`src/rtl/out_byte_uart_tx_if.sv`:
```
// Byte-strobe input and UART/status output bundle for out_byte_uart_tx.
// master = firmware-side producer/observer, slave = the UART transmitter.
interface out_byte_uart_tx_if #(
    parameter int unsigned FIFO_AW = 4
);
    logic [7:0]       in_byte;
    logic             in_valid;
    logic             uart_tx;
    logic             tx_busy;
    logic [FIFO_AW:0] fifo_level;
    logic             overflow;

    modport master (
        output in_byte, in_valid,
        input  uart_tx, tx_busy, fifo_level, overflow
    );

    modport slave (
        input  in_byte, in_valid,
        output uart_tx, tx_busy, fifo_level, overflow
    );
endinterface

```
`src/rtl/out_byte_uart_tx.sv`:
```
// Buffers single-cycle byte strobes in a FIFO and serialises them as 8N1 UART frames.
// Overflowing bytes are dropped and flagged with a sticky overflow bit.
module out_byte_uart_tx #(
    parameter int unsigned CLK_DIV = 434,
    parameter int unsigned FIFO_AW = 4
) (
    input  logic                clk,
    input  logic                reset,
    out_byte_uart_tx_if.slave   bus
);
    localparam int unsigned CNT_W = 16;
    localparam int unsigned DEPTH = 1 << FIFO_AW;
    localparam logic [CNT_W-1:0] BIT_RELOAD = CNT_W'(CLK_DIV - 1);
    localparam logic [CNT_W-1:0] CNT_ONE    = CNT_W'(1);
    localparam logic [FIFO_AW:0] FULL_LVL   = (FIFO_AW+1)'(DEPTH);
    localparam logic [FIFO_AW:0] PTR_ONE    = (FIFO_AW+1)'(1);

    typedef enum logic [1:0] {IDLE, START, DATA, STOP} state_t;

    state_t           state;
    logic [CNT_W-1:0] baud_cnt;
    logic [2:0]       bit_idx;
    logic [7:0]       shift;
    logic [7:0]       mem [DEPTH];
    logic [FIFO_AW:0] wr_ptr;
    logic [FIFO_AW:0] rd_ptr;
    logic [FIFO_AW:0] level;
    logic             tx_q;
    logic             busy_q;
    logic             ovf_q;

    logic full_c;
    logic empty_c;
    logic bit_end_c;
    logic pop_c;
    logic push_c;

    // A pop frees a slot in the same cycle, so a push at full is still accepted then.
    always_comb begin
        full_c    = (level == FULL_LVL);
        empty_c   = (level == '0);
        bit_end_c = (baud_cnt == '0);
        pop_c     = !empty_c && ((state == IDLE) || ((state == STOP) && bit_end_c));
        push_c    = bus.in_valid && (!full_c || pop_c);
    end

    always_ff @(posedge clk) begin
        if (push_c) begin
            mem[wr_ptr[FIFO_AW-1:0]] <= bus.in_byte;
        end
    end

    // FIFO pointers, occupancy and sticky overflow.
    always_ff @(posedge clk or posedge reset) begin
        if (reset) begin
            wr_ptr <= '0;
            rd_ptr <= '0;
            level  <= '0;
            ovf_q  <= 1'b0;
        end else begin
            if (push_c) begin
                wr_ptr <= wr_ptr + PTR_ONE;
            end
            if (pop_c) begin
                rd_ptr <= rd_ptr + PTR_ONE;
            end
            case ({push_c, pop_c})
                2'b10:   level <= level + PTR_ONE;
                2'b01:   level <= level - PTR_ONE;
                default: level <= level;
            endcase
            if (bus.in_valid && !push_c) begin
                ovf_q <= 1'b1;
            end
        end
    end

    // Frame sequencer; the pin flop follows the state by one cycle so every bit keeps CLK_DIV cycles.
    always_ff @(posedge clk or posedge reset) begin
        if (reset) begin
            state    <= IDLE;
            baud_cnt <= '0;
            bit_idx  <= '0;
            shift    <= '0;
            tx_q     <= 1'b1;
            busy_q   <= 1'b0;
        end else begin
            tx_q   <= (state == START) ? 1'b0 : ((state == DATA) ? shift[0] : 1'b1);
            busy_q <= (state != IDLE) || !empty_c;
            case (state)
                IDLE: begin
                    if (pop_c) begin
                        shift    <= mem[rd_ptr[FIFO_AW-1:0]];
                        baud_cnt <= BIT_RELOAD;
                        bit_idx  <= '0;
                        state    <= START;
                    end
                end
                START: begin
                    if (bit_end_c) begin
                        baud_cnt <= BIT_RELOAD;
                        state    <= DATA;
                    end else begin
                        baud_cnt <= baud_cnt - CNT_ONE;
                    end
                end
                DATA: begin
                    if (bit_end_c) begin
                        baud_cnt <= BIT_RELOAD;
                        shift    <= {1'b0, shift[7:1]};
                        if (bit_idx == 3'd7) begin
                            state <= STOP;
                        end else begin
                            bit_idx <= bit_idx + 3'd1;
                        end
                    end else begin
                        baud_cnt <= baud_cnt - CNT_ONE;
                    end
                end
                STOP: begin
                    if (bit_end_c) begin
                        if (pop_c) begin
                            shift    <= mem[rd_ptr[FIFO_AW-1:0]];
                            baud_cnt <= BIT_RELOAD;
                            bit_idx  <= '0;
                            state    <= START;
                        end else begin
                            state <= IDLE;
                        end
                    end else begin
                        baud_cnt <= baud_cnt - CNT_ONE;
                    end
                end
                default: state <= IDLE;
            endcase
        end
    end

    assign bus.uart_tx    = tx_q;
    assign bus.tx_busy    = busy_q;
    assign bus.fifo_level = level;
    assign bus.overflow   = ovf_q;
endmodule

```
`src/flat_wrapper.sv`:
```
// flat-port wrapper written by rule: the top's interface ports become plain ports
module out_byte_uart_tx_flat 
#(
    parameter int unsigned CLK_DIV = 434,
    parameter int unsigned FIFO_AW = 4
)
  (clk, reset, bus_in_byte, bus_in_valid, bus_uart_tx, bus_tx_busy, bus_fifo_level, bus_overflow);
  out_byte_uart_tx_if #(.FIFO_AW(FIFO_AW)) bus_i ();
  input  logic clk;
  input  logic reset;
  input wire logic [$bits(bus_i.in_byte)-1:0] bus_in_byte;
  input wire logic [$bits(bus_i.in_valid)-1:0] bus_in_valid;
  output wire logic [$bits(bus_i.uart_tx)-1:0] bus_uart_tx;
  output wire logic [$bits(bus_i.tx_busy)-1:0] bus_tx_busy;
  output wire logic [$bits(bus_i.fifo_level)-1:0] bus_fifo_level;
  output wire logic [$bits(bus_i.overflow)-1:0] bus_overflow;
  assign bus_i.in_byte = bus_in_byte;
  assign bus_i.in_valid = bus_in_valid;
  assign bus_uart_tx = bus_i.uart_tx;
  assign bus_tx_busy = bus_i.tx_busy;
  assign bus_fifo_level = bus_i.fifo_level;
  assign bus_overflow = bus_i.overflow;
  out_byte_uart_tx #(.CLK_DIV(CLK_DIV), .FIFO_AW(FIFO_AW)) u_core (.clk(clk), .reset(reset), .bus(bus_i));
endmodule
```
`config.mk`:
```
export PLATFORM = sky130hd
export DESIGN_NAME = out_byte_uart_tx_flat
export DESIGN_NICKNAME = d
export VERILOG_FILES = /design/src/rtl/out_byte_uart_tx_if.sv /design/src/rtl/out_byte_uart_tx.sv /design/src/flat_wrapper.sv
export SDC_FILE = /design/constraint.sdc
export NUM_CORES = 1
export LEC_CHECK = 0
export BUFFER_PORTS_ARGS = -buffer_cell sky130_fd_sc_hd__buf_2
export CAP_MARGIN = 10
export CORE_ASPECT_RATIO = 1.2
export CORE_MARGIN = 1.5
export CORE_UTILIZATION = 45
export DETAILED_ROUTE_END_ITERATION = 10
export GPL_TIMING_DRIVEN = 0
export PLACE_DENSITY_LB_ADDON = 0.05
export SLEW_MARGIN = 10
export SYNTH_ARGS = -nofsm -noshare
export SYNTH_HDL_FRONTEND = slang
export SYNTH_SLANG_ARGS = --single-unit
```
`constraint.sdc`:
```
create_clock -name clk -period 3.1 [get_ports clk]
set_input_delay 0.31 -clock clk [delete_from_list [all_inputs] [get_ports clk]]
set_output_delay 0.31 -clock clk [all_outputs]
set_load 0.01 [all_outputs]
```
==> results.ini <==
[run_status]
outcome = complete, no violations

[floorplanning]
dieArea_mm2 = 0.0181
die_x_um = 123
start_util_pct = 46.1
num_io_pins = 19
rows = 52
die_h_um = 147
core_area_mm2 = 0.0169

[place]
place.gp.congestion = 0.747
preCtsSetupSlack_ps = -233
place_inst = 726
placed_cell_area_mm2 = 0.00822
dp_hpwl_mm = 10.9
port_buffers = 17

[critical_path]
required_ps = 3170
critPathMaxStageDelay_ps = 610
path_class = reg -> reg
endpoint_kind = flop
cpMaxStageDelayCell = nor2_2
critical_path_arrival_ps = 3020
start_kind = flop
crit_chain = inv_2 > ha_2 > nor3b_4 > and4_1 > buf_6 > buf_4 > a211oi_2 > nand3b_1 > nor2_2
crit_path_max_fanout = 10

[sta]
period_minus_slack_ps = 2950
worst_pin_slew_ps = 729
slew_headroom_pct = 51.4
finalSetupViolations = 0
hold_viol = 0
clock.fmax_mhz = 339
timing.final.ws_setup_ps = 149
drv_slew = 0
fin_hold_ws_ps = 260
fin_worst_skew_ps = 10.3
finalCritPeriodShare_pct = 95.2

[clock_tree]
cts_max_level = 4
clock-sinks = 173
clock-root-buffer = clkbuf_16
clk_pin_slew_ps = 70
cts_tree = yes
numCtsBuffers = 17
clk_latency_ps = 430
cts_buffer_depth = 2

[synth]
synth_common_cells = edfxtp_1, dfrtp_1, nor2_1
post-synth-top-count-cell = edfxtp_1
synth-async-reset-ratio_pct = 26.0
syn_inst = 488
syn_area_per_cell_um2 = 16.0
synth_area_mm2 = 0.00779
synth_edf_count = 128
syn-num-nets = 517
ys_seq_elements = 173
synthFlopType = edfxtp_1
synthDistinctLibCells = 73
yosys.area.top_type_share_pct = 49.3
synth_area_leader_cell = edfxtp_1
ys_seq_area_share_pct = 63.8
synthTopCellsByArea = edfxtp_1, dfrtp_1, mux4_2, mux4_1, ha_1
synth_warnings = 0

[routing]
drt_iter0_drc = 316
num_vias = 4393
highest_layer = met4
drt_first_pass_iters = 5
drc = 0
avgRoutedWirePerCell_um = 21.4
m1WireLength_mm = 6.85
wirelength_mm = 16.3
vias_per_cell = 5.76
ant_nets = 0
met2_length_mm = 8.73
wl_met3_um = 457

[cells_and_area]
syn2layout_area_growth_pct = 14.7
drive_gt1_share_pct = 26.0
fin_area_mm2 = 0.00893
final_nets = 563
stdcell_count = 763
antenna_cells = 0

[global_routing]
track_usage_pct = 19.9
grt_max_degree = 25
antenna_found_initial = 0
grt_pass1_wl_mm = 26.4
grt_pass1_vias = 4594
gr-total-overflow = 0

[pwr]
cellLeakagePower_nw = 3.31
finalPower_mw = 8.95
ir_drop_v = 0.000459
p_per_area_mw_per_mm2 = 1000

[job]
maxCapViolCount = 0

[worst_hold_path]
hold_class = in -> reg

power breakdown:
group	total, mW	switching [mW]	internal, mW
Clock	2.18	0.964	1.21
Combinational	3.50	1.92	1.58
Sequential	3.28	0.328	2.95
Total	8.95	3.21	5.74
layer usage:
layer / global-route usage, % / up-vias
li1: - / 2025
met1: 25.1 / 2272
met2: 34.4 / 75
met3: 3.42 / 21
met4: 6.72 / 0
met5: 0 / -
per-stage QoR:
stage,setup TNS (ps),util (%)
after floorplan,0,-
after global placement,-31710,48.2
after detailed placement,-15460,48.6
after CTS,-1640,52.4
after global routing,-4.14,52.8
final,0,52.8
logic make-up after synthesis:
logic type	synth area share (%)
fa+ha+maj	2.99
compound gates	8.11
buf+inv	2.79
flops	63.8
simple gates	7.58
xor+xnor	1.01
mux	13.7
critical path, delay by kind of cell, from the launching register on:
family | cells | cell delay (ps)
and+or+nand+nor | 4 | 1470
DFF | 1 | 390
AOI/OAI and AO/OA | 1 | 120
buffers and inverters | 3 | 420
adders and majority gates | 1 | 190
cell type report:
cell class / count / area, um^2
sequential: 173 / 4970
clock buffer: 17 / 425
timing repair buffer: 27 / 175
clock inverter: 15 / 180
inverter: 20 / 75.1
fill: 1400 / 7980
tap: 216 / 270
multi-input combinational: 272 / 2700
buffer: 23 / 143
state kept, by name, indices dropped and copies added, names as in the netlist:
name	flops
u_core.mem	128
u_core.baud_cnt	16
u_core.shift	8
u_core.bus.fifo_level	5
u_core.rd_ptr	4
u_core.wr_ptr	4
u_core.bit_idx	3
u_core.state	2
u_core.bus.overflow	1
u_core.bus.tx_busy	1
u_core.bus.uart_tx	1
timing repair:
item,in CTS,in global routing
gates cloned,0,0
hold buffers,1,0
gates resized for setup,10,13
hold endpoints to repair,20,0
pin swaps,0,2
setup buffers,0,4
endpoints found under the setup margin,105,67
placed cells by master (no fill, tap or decap), types with 11 or more instances in the layout:
cell,netlist,final
edfxtp_1,128,128
dfrtp_1,44,44
buf_2,5,22
mux4_2,19,19
inv_1,20,17
clkbuf_16,0,17
a21oi_1,16,16
ha_1,17,16
nor2_1,27,15
nand2_1,14,13
nor2_2,1,13
mux4_1,13,13
mux2i_1,12,12
buf_4,3,11
worst paths after layout:
kind | start | end | slack (ps) | cells past startpoint
hold reg to reg | u_core.bus.overflow | u_core.bus.overflow | 480 | 1
max in group asynchronous | reset | u_core.rd_ptr[1] | 2140 | 4
min in group asynchronous | reset | u_core.bus.fifo_level[3] | 450 | 3
setup / recovery | u_core.baud_cnt[0] | u_core.mem[4][2] | 150 | 9
setup reg to reg | u_core.baud_cnt[0] | u_core.mem[4][2] | 150 | 9
hold / removal | bus_in_byte[5] | u_core.mem[13][5] | 260 | 1
No activity file was read; power rests on OpenSTA's default activity.
